===== src/rtl/dff_pipe_pkg.sv =====
// Shared types and legality limits for the dff_pipe register pipeline.
// The stage record carries a parity bit only when DFF_PIPE_PARITY_EN is defined.
package dff_pipe_pkg;

  localparam int unsigned MinWidth = 1;
  localparam int unsigned MaxWidth = 64;
  localparam int unsigned MinDepth = 1;
  localparam int unsigned MaxDepth = 16;

  // Data is sized for the widest legal build; narrower builds leave the top bits at zero.
  typedef struct packed {
    logic                valid;
`ifdef DFF_PIPE_PARITY_EN
    logic                par;
`endif
    logic [MaxWidth-1:0] data;
  } stage_rec_t;

  function automatic bit cfg_legal(int unsigned width, int unsigned depth);
    return (width >= MinWidth) && (width <= MaxWidth) &&
           (depth >= MinDepth) && (depth <= MaxDepth);
  endfunction

endpackage


===== src/rtl/dff_stage.sv =====
// One pipeline stage: loads a full stage record when enabled, synchronous clear,
// asynchronous active-low reset.
module dff_stage
  import dff_pipe_pkg::*;
(
  input  logic       clk,
  input  logic       rst,
  input  logic       load,
  input  logic       clr,
  input  stage_rec_t d,
  output stage_rec_t q
);

  stage_rec_t rec_q;

  // clr wins over load so a flush always empties the stage.
  always_ff @(posedge clk or negedge rst) begin
    if (!rst) begin
      rec_q <= '0;
    end else if (clr) begin
      rec_q <= '0;
    end else if (load) begin
      rec_q <= d;
    end
  end

  assign q = rec_q;

endmodule


===== src/rtl/dff_pipe.sv =====
// Parameterised register pipeline with per-stage valid tags and a registered occupancy count.
// Defining DFF_PIPE_PARITY_EN adds per-stage even parity and the par_err output.
module dff_pipe
  import dff_pipe_pkg::*;
#(
  parameter int unsigned WIDTH  = 8,
  parameter int unsigned DEPTH  = 4,
  parameter int unsigned USE_EN = 1
) (
  input  logic                       clk,
  input  logic                       rst,
  input  logic                       en,
  input  logic                       clr,
  input  logic                       in_valid,
  input  logic [WIDTH-1:0]           d,
  output logic [WIDTH-1:0]           q,
  output logic                       out_valid,
`ifdef DFF_PIPE_PARITY_EN
  output logic                       par_err,
`endif
  output logic [$clog2(DEPTH+1)-1:0] occupancy
);

  localparam int unsigned OccW = $clog2(DEPTH + 1);

  if (!cfg_legal(WIDTH, DEPTH)) begin : gen_bad_cfg
    $error("dff_pipe: WIDTH must be 1..64 and DEPTH must be 1..16");
  end

  logic advance;
  assign advance = (USE_EN == 0) || en;

  stage_rec_t head;
  stage_rec_t tail;
  stage_rec_t stage_q [DEPTH];

  // Data is captured even for bubbles; in_valid only sets the tag.
  always_comb begin
    head                 = '0;
    head.valid           = in_valid;
    head.data[WIDTH-1:0] = d;
`ifdef DFF_PIPE_PARITY_EN
    head.par             = ^d;
`endif
  end

  for (genvar i = 0; i < DEPTH; i++) begin : gen_stage
    stage_rec_t src;
    if (i == 0) begin : gen_head
      assign src = head;
    end else begin : gen_chain
      assign src = stage_q[i-1];
    end

    dff_stage u_stage (
      .clk  (clk),
      .rst  (rst),
      .load (advance),
      .clr  (clr),
      .d    (src),
      .q    (stage_q[i])
    );
  end

  assign tail      = stage_q[DEPTH-1];
  assign q         = tail.data[WIDTH-1:0];
  assign out_valid = tail.valid;

  logic [MaxWidth-1:0] unused_tail_data;
  assign unused_tail_data = tail.data;

`ifdef DFF_PIPE_PARITY_EN
  assign par_err = tail.valid & ((^q) != tail.par);
`endif

  logic [OccW-1:0] occ_q, occ_d;

  // Tracks set tags incrementally: one may enter and one may leave per advance.
  always_comb begin
    occ_d = occ_q;
    if (clr) begin
      occ_d = '0;
    end else if (advance) begin
      case ({in_valid, tail.valid})
        2'b10:   occ_d = occ_q + OccW'(1);
        2'b01:   occ_d = occ_q - OccW'(1);
        default: occ_d = occ_q;
      endcase
    end
  end

  always_ff @(posedge clk or negedge rst) begin
    if (!rst) begin
      occ_q <= '0;
    end else begin
      occ_q <= occ_d;
    end
  end

  assign occupancy = occ_q;

endmodule


===== config.mk =====
export PLATFORM = sky130hd
export DESIGN_NAME = dff_pipe
export DESIGN_NICKNAME = d
export VERILOG_FILES = /design/src/rtl/dff_pipe_pkg.sv /design/src/rtl/dff_stage.sv /design/src/rtl/dff_pipe.sv
export SDC_FILE = /design/constraint.sdc
export NUM_CORES = 1
export LEC_CHECK = 0
export BUFFER_PORTS_ARGS = -buffer_cell sky130_fd_sc_hd__buf_2
export CAP_MARGIN = 20
export CORE_MARGIN = 1
export CORE_UTILIZATION = 59
export CTS_CLUSTER_SIZE = 8
export DETAILED_ROUTE_END_ITERATION = 6
export GPL_TIMING_DRIVEN = 0
export MAX_ROUTING_LAYER = met4
export PLACE_DENSITY = 0.82
export SYNTH_ARGS = -nofsm -noshare
export SYNTH_HDL_FRONTEND = slang
export SYNTH_SLANG_ARGS = --single-unit

===== constraint.sdc =====
create_clock -name clk -period 5.15 [get_ports clk]
set_clock_uncertainty 0.05 [all_clocks]
set_input_delay 0.515 -clock clk [delete_from_list [all_inputs] [get_ports clk]]
set_output_delay 0.515 -clock clk [all_outputs]
set_load 0.005 [all_outputs]

==> results of run 1 <==
-- power groups by stage --
stage                     combinational, µW  clock, µW  sequential [µW]
after floorplan                        28.4          0              325
after global placement                 45.3          0              325
after detailed placement               47.2          0              326
after CTS                              47.4        148              320
after global routing                   52.8        161              321
final                                  46.7        144              320
-- cell type report --
type / instances / area share (%)
Clock buffer: 7 / 2.46
Inverter: 1 / 0.205
Timing Repair Buffer: 24 / 6.56
Sequential cell: 39 / 53.3
Tap cell: 30 / 2.05
Buffer: 8 / 1.91
Clock inverter: 1 / 0.273
Multi-Input combinational cell: 88 / 33.3
-- cell families (layout without fill, tap and decap cells) --
logic type               Yosys count  in the layout  synth area share (%)
buffers and inverters              9             41                  2.39
XOR/XNOR                           2              2                  1.08
multiplexers                      37             37                  22.9
AND/OR/NAND/NOR                   43             43                  11.2
adder cells (fa/ha/maj)            1              1                 0.770
AO/OA/AOI/OAI                      5              5                  1.54
flip-flops                        39             39                  60.1
-- registers in the layout, summed over array words and instances, names as in the netlist --
name                 count
gen_stage.u_stage.q     36
occupancy                3
-- Yosys cell counts, drive strengths merged --
cell and count:
a21oi 3, buf 4, clkbuf 4, dfrtp 39, ha 1, inv 1, mux2 1, mux2i 36
nand2b 1, nand3b 2, nor2 37, nor2b 1, o21ai 2, or3 1, or4b 1, xnor2 2
-- metrics by stage --
step | instance area, µm² | total power, µW | util [%]
floorplan | 1620 | 353 | -
global placement | 1780 | 370 | 70.0
detailed placement | 1780 | 373 | 70.0
CTS | 1830 | 515 | 72.0
global route | 1830 | 535 | 72.0
finish | 1830 | 510 | 72.0
-- routing by layer --
layer  share of wire, %  vias to the layer above
met3                4.9                        2
met4               0.74                        0
met2                 50                       28
li1                   -                      521
met1                 44                      545
met5                  0                        -
-- worst min path at each step --
stage / slack [ns] / endpoint / depth (start not counted)
after floorplan: 0.17 / gen_stage[0].u_stage.q[0]$_DFFE_PN0P_ / 0
after global placement: 0.45 / gen_stage[3].u_stage.q[7]$_DFFE_PN0P_ / 2
after detailed placement: 0.46 / gen_stage[2].u_stage.q[0]$_DFFE_PN0P_ / 2
after CTS: 0.23 / gen_stage[0].u_stage.q[7]$_DFFE_PN0P_ / 1
after global routing: 0.28 / gen_stage[0].u_stage.q[7]$_DFFE_PN0P_ / 1
final: 0.22 / gen_stage[0].u_stage.q[7]$_DFFE_PN0P_ / 1
==> out/metrics.csv, run 1 <==
stage,metric,value,unit
grt,grt_max_degree,40,
synth,netlist.area_leader.share,60.1,%
synth,synth.area.top_cells,"dfrtp_1 60%, mux2i_1 22%, nor2_1 8.6%",
floorplan,rows,18,
synth,syn-num-nets,150,
cts,clk_latency,0.33,ns
min_path,hold_path_class,input port to async pin,
setup_path,cp-startpoint,gen_stage[3].u_stage.q[64]$_DFFE_PN0P_,
setup_path,crit_required,5.32,ns
setup_path,timing.rr.start,gen_stage[3].u_stage.q[64]$_DFFE_PN0P_,
cts,clock_sinks,39,
placement,numPortBuffers,24,
grt,grt_usage,23.9,%
floorplan,die-area,2970,µm²
setup_path,critPathKind,flop to flop,
grt,busiest_layer,met2,
synth,yosysTopAreaCell,dfrtp_1,
cts,cts_root_buffer,clkbuf_4,
grt,grt_pass1_wl,4530,µm
layout,area_growth,12.8,%
timing,worstMarginPinSlew,0.835,ns
timing,setup_ws,3.13,ns
power,p_int,387,µW
grt,grt_antenna_before_repair,0,
setup_path,rrSetupSlack,3.13,ns
layout,mostFrequentLayoutCells,"39 x dfrtp_1, 37 x nor2_1, 36 x mux2i_1, 28 x buf_2, 6 x clkbuf_1",
grt,use_met2,37.4,%
routing,viasPerCell,5.54,
setup_path,critPathBufInv,0,
grt,grt_pass1_vias,1012,
routing,drt_first_pass_iters,4,
routing,wl_per_cell,14.3,µm
setup_path,crit_chain,nand2b_1 -> xnor2_1 -> ha_1 -> or4b_1 -> a21oi_1 -> mux2_1,
placement,dp_cells,190,
power,power_switching,124,µW
setup_path,worstSetupEndpointType,flop,
layout,n_fill_cell,189,
cts,cts.hold.buffers_added,0,
layout,final-seq-area,976,µm²
layout,diodes,0,
floorplan,die_height,54.5,µm
power,comb_power_share,9.1,%
setup_path,crit_arrival,2.18,ns
timing,rsz0062_at_grt,false,
floorplan,ios,25,
setup_path,cp.depth,6,
timing,hold_slack,0.217,ns
layout,nets,181,
timing,fin_crit,2.02,ns
synth,synth_seq_area_share,60.1,%
setup_path,critPathMaxStageDelay,0.46,ns
cts,path_clk_slew,0.11,ns
routing,detail-route-antenna-nets,0,
placement,hpwlAfterDp,1960,µm
power,power.share.sequential,62.7,%
timing,fmax,496,MHz
power,peakVddDrop,0.000299,V
placement,place_congestion,0.719,
routing,vias,1096,
setup_path,start_kind,flop,
power,power_density,279,nW/µm²
layout,final_common_cell,dfrtp_1,
layout,layout.cells.non_filler,198,
routing,drt_first_iter_violations,12,
synth,syn_area,1620,µm²
outcome,status,"finished, final reports clean",
synth,avgSynthCellArea,11.9,µm²
cts,cts_made_buffers,5,
cts,h-tree-depth,2,
cts,cts_tree,yes,
power,swShare,24.2,%
setup_path,path_delay_family,simple AND/OR/NAND/NOR gates,
layout,multi_input_area,609,µm²
synth,ys_warn_count,0,
timing,maxSlewHeadroom,44.3,%
setup_path,critPathMaxFanout,6,
setup_path,worst_r2r_path_depth,6,
cts,cts_setup_buffers,0,
grt,grt_overflow_total,0,
timing,setup_violations,0,
timing,tns,0,ns
setup_path,cpMaxStageDelayCell,or4b_1,
synth,netlist-cell-type-count,16,
placement,dp_slack,2.83,ns
timing,finalHoldViolCount,0,
grt,use_met3,8.33,%
setup_path,r2r_end,occupancy[2]$_DFFE_PN0P_,
routing,drt_wl_total,2840,µm
cts,cts_resized,0,
floorplan,core,2540,µm²
synth,ys_seq_elements,39,
power,power_frac_clock,28.2,%
setup_path,crit_end,occupancy[2]$_DFFE_PN0P_,
layout,layout-drive-gt1-share,20.2,%
cts,clock_path_buffers,2,
timing,finalMaxSlewViolations,0,
floorplan,start_util,63.8,%
synth,synth_cells,136,
grt,met1_usage,29.0,%
routing,drc,0,
power,leakage,0.00101,µW
floorplan,fp.dieW,54.5,µm
timing,period_share,39.1,%
job,max_cap_viol_count,0,
Note: power is estimated with default switching activity, not from simulation.
==> run 2, diff against run 1 <==
--- a/config.mk
+++ b/config.mk
@@ -8,12 +8,12 @@
 export BUFFER_PORTS_ARGS = -buffer_cell sky130_fd_sc_hd__buf_2
 export CAP_MARGIN = 20
 export CORE_MARGIN = 1
-export CORE_UTILIZATION = 59
+export CORE_UTILIZATION = 55
 export CTS_CLUSTER_SIZE = 8
 export DETAILED_ROUTE_END_ITERATION = 6
 export GPL_TIMING_DRIVEN = 0
 export MAX_ROUTING_LAYER = met4
-export PLACE_DENSITY = 0.82
+export PLACE_DENSITY = 0.78
 export SYNTH_ARGS = -nofsm -noshare
 export SYNTH_HDL_FRONTEND = slang
 export SYNTH_SLANG_ARGS = --single-unit
==> constraint.sdc (replaced) <==
create_clock -name clk -period 2.1 [get_ports clk]
set_clock_uncertainty 0.05 [all_clocks]
set_input_delay 0.21 -clock clk [delete_from_list [all_inputs] [get_ports clk]]
set_output_delay 0.21 -clock clk [all_outputs]
set_load 0.005 [all_outputs]
==> run 2 against run 1 <==
Compared with the run above: sequential power up 140%; critical path depth unchanged; final area up 1.7%; non-clock buffer count up 1; combinational power up 140%; worst setup slack worse by 3.0 ns; global-route usage down 2.2 points; worst hold slack worse by 0.15 ns; critical endpoint unchanged.
==> out/metrics.csv, run 2 (same netlist as run 1, synthesis figures left out) <==
stage,metric,value,unit,change
floorplan,start_util,58.4,%,was 63.8%
timing,setup_violations,0,,unchanged
routing,wl_met1,1260,µm,about the same
power,p_int,1020,µW,was 387 µW
routing,detail-route-antenna-nets,0,,unchanged
setup_path,start_kind,flop,,unchanged
timing,finalHoldViolCount,0,,unchanged
power,peakVddDrop,0.000605,V,was 0.000299 V
layout,diodes,0,,unchanged
cts,h-tree-depth,2,,unchanged
cts,cts_setup_buffers,0,,unchanged
setup_path,worstSetupEndpointType,flop,,unchanged
floorplan,fp.dieW,56.3,µm,was 54.5 µm
routing,viasPerCell,5.36,,was 5.54
power,swShare,23.0,%,was 24.2%
grt,grt_max_degree,40,,unchanged
placement,place_area,1780,µm²,about the same
timing,period_share,94.5,%,was 39.1%
floorplan,rows,19,,was 18
timing,worstMarginPinSlew,0.849,ns,was 0.835 ns
layout,layout.cells.non_filler,200,,was 198
routing,route.met2.wl,1440,µm,was 1420 µm
layout,nets,182,,was 181
cts,clk_latency,0.33,ns,about the same
grt,grt_overflow_total,0,,unchanged
power,leakage,0.00102,µW,was 0.00101 µW
cts,path_clk_slew,0.11,ns,about the same
power,power_frac_clock,32.0,%,was 28.2%
placement,dp_slack,0.0635,ns,was 2.83 ns
layout,area_growth,14.7,%,was 12.8%
power,comb_power_share,8.7,%,was 9.1%
layout,layout-drive-gt1-share,21.3,%,was 20.2%
timing,rsz0062_at_grt,false,,unchanged
layout,n_fill_cell,229,,was 189
routing,drc,0,,unchanged
layout,finish.instance_area,1860,µm²,was 1830 µm²
setup_path,critPathMaxFanout,6,,unchanged
routing,drt_wl_total,2830,µm,was 2840 µm
min_path,hold_path_class,input port to flop,,was input port to async pin
routing,wl_per_cell,14.1,µm,was 14.3 µm
timing,tns,0,ns,unchanged
layout,largest_register_ffs,36,,unchanged
power,power_density,709,nW/µm²,was 279 nW/µm²
cts,cts_tree,yes,,unchanged
grt,grt_pass1_vias,1159,,was 1012
power,power.share.sequential,59.4,%,was 62.7%
setup_path,crit_arrival,2.16,ns,was 2.18 ns
routing,drt_first_iter_violations,31,,was 12
timing,fmax,504,MHz,was 496 MHz
setup_path,critPathKind,flop to flop,,unchanged
cts,clock_sinks,39,,unchanged
routing,highest_layer,met4,,unchanged
layout,mostFrequentLayoutCells,"38 x dfrtp_1, 37 x nor2_1, 36 x mux2i_1, 28 x buf_2",,"was 39 x dfrtp_1, 37 x nor2_1, 36 x mux2i_1, 28 x buf_2, 6 x clkbuf_1"
routing,vias,1072,,was 1096
floorplan,die-area,3170,µm²,was 2970 µm²
job,max_cap_viol_count,0,,unchanged
placement,numPortBuffers,24,,unchanged
routing,drt_first_pass_iters,2,,was 4
floorplan,core,2780,µm²,was 2540 µm²
timing,finalMaxSlewViolations,0,,unchanged
cts,cts_root_buffer,clkbuf_4,,unchanged
power,power_switching,304,µW,was 124 µW
timing,maxSlewHeadroom,43.4,%,was 44.3%
setup_path,crit_required,2.28,ns,was 5.32 ns
floorplan,die_height,56.3,µm,was 54.5 µm
cts,cts_made_buffers,5,,unchanged
layout,final_common_cell,dfrtp_1,,unchanged
grt,grt_antenna_before_repair,0,,unchanged
timing,setup_ws,0.116,ns,was 3.13 ns
outcome,status,"finished, final reports clean",,unchanged
grt,grt_pass1_wl,4970,µm,was 4530 µm
routing,routed-wl-met3,96,µm,was 138 µm
placement,dp_cells,191,,was 190
placement,hpwlAfterDp,1940,µm,was 1960 µm
grt,grt_usage,21.7,%,was 23.9%
cts,clock_path_buffers,2,,unchanged
placement,place_congestion,0.747,,was 0.719
timing,fin_crit,1.98,ns,was 2.02 ns
floorplan,ios,25,,unchanged
[run 2: cell count changes in the layout (fill, tap and decap cells not counted), sizes merged]
| cell | previous run | this run |
|---|---|---|
| clkbuf | 11 | 12 |
| clkinv | 1 | 0 |
| dlygate4sd3 | 0 | 1 |
[run 2: critical path: stages (launching register included)]
cell and delay, ns:
dfrtp_2 0.43, nand2b_1 0.09, xnor2_1 0.13, ha_1 0.20, or4b_1 0.47, a21oi_1 0.18
mux2_1 0.33
[run 2: power groups by stage]
| stage | Combinational, µW | Clock, µW | Sequential [µW] |
|---|---|---|---|
| after floorplan | 69.7 | 0 | 796 |
| after global placement | 111 | 0 | 798 |
| after detailed placement | 115 | 0 | 799 |
| after CTS | 117 | 436 | 784 |
| after global routing | 129 | 463 | 787 |
| final | 114 | 422 | 784 |
[run 2: stage by stage]
stage               hold WS [ns]  total power (µW)  util [%]
global placement           0.301               909      64.1
finish                    0.0647              1320      67.0
CTS                       0.0545              1340      66.9
floorplan                 -0.136               866         -
detailed placement         0.313               914      64.1
global route              0.0501              1380      67.0
[run 2: final timing paths]
check / cells after the start / endpoint / from / slack [ns]
setup / recovery: 6 / occupancy[2]$_DFFE_PN0P_ / gen_stage[3].u_stage.q[64]$_DFFE_PN0P_ / 0.12
hold / removal: 3 / gen_stage[0].u_stage.q[1]$_DFFE_PN0P_ / d[1] / 0.06
setup reg to reg: 6 / occupancy[2]$_DFFE_PN0P_ / gen_stage[3].u_stage.q[64]$_DFFE_PN0P_ / 0.12
hold reg to reg: 2 / gen_stage[3].u_stage.q[5]$_DFFE_PN0P_ / gen_stage[3].u_stage.q[5]$_DFFE_PN0P_ / 0.48
max in group asynchronous: 2 / gen_stage[3].u_stage.q[64]$_DFFE_PN0P_ / rst / 0.96
min in group asynchronous: 2 / gen_stage[0].u_stage.q[7]$_DFFE_PN0P_ / rst / 0.46
[run 2: final cells by class]
| cell class | count | area [µm²] | area share, % |
|---|---|---|---|
| sequential | 39 | 977 | 52.5 |
| multi-input combinational | 88 | 609 | 32.7 |
| timing repair buffer | 25 | 130 | 6.98 |
| clock buffer | 8 | 68.8 | 3.69 |
| tap | 31 | 38.8 | 2.08 |
| buffer | 8 | 35.0 | 1.88 |
| inverter | 1 | 3.75 | 0.201 |
[run 2: per-layer routing]
metal / GRT usage [%] / vias up
met5: - / -
met3: 7.14 / 4
li1: - / 517
met1: 26.1 / 529
met2: 34.0 / 22
met4: 8.71 / 0
[run 2: what timing repair did]
item	CTS	global route
endpoints found under the setup margin	0	1
hold buffers	1	0
resized for setup	0	1
hold endpoints to repair	39	0
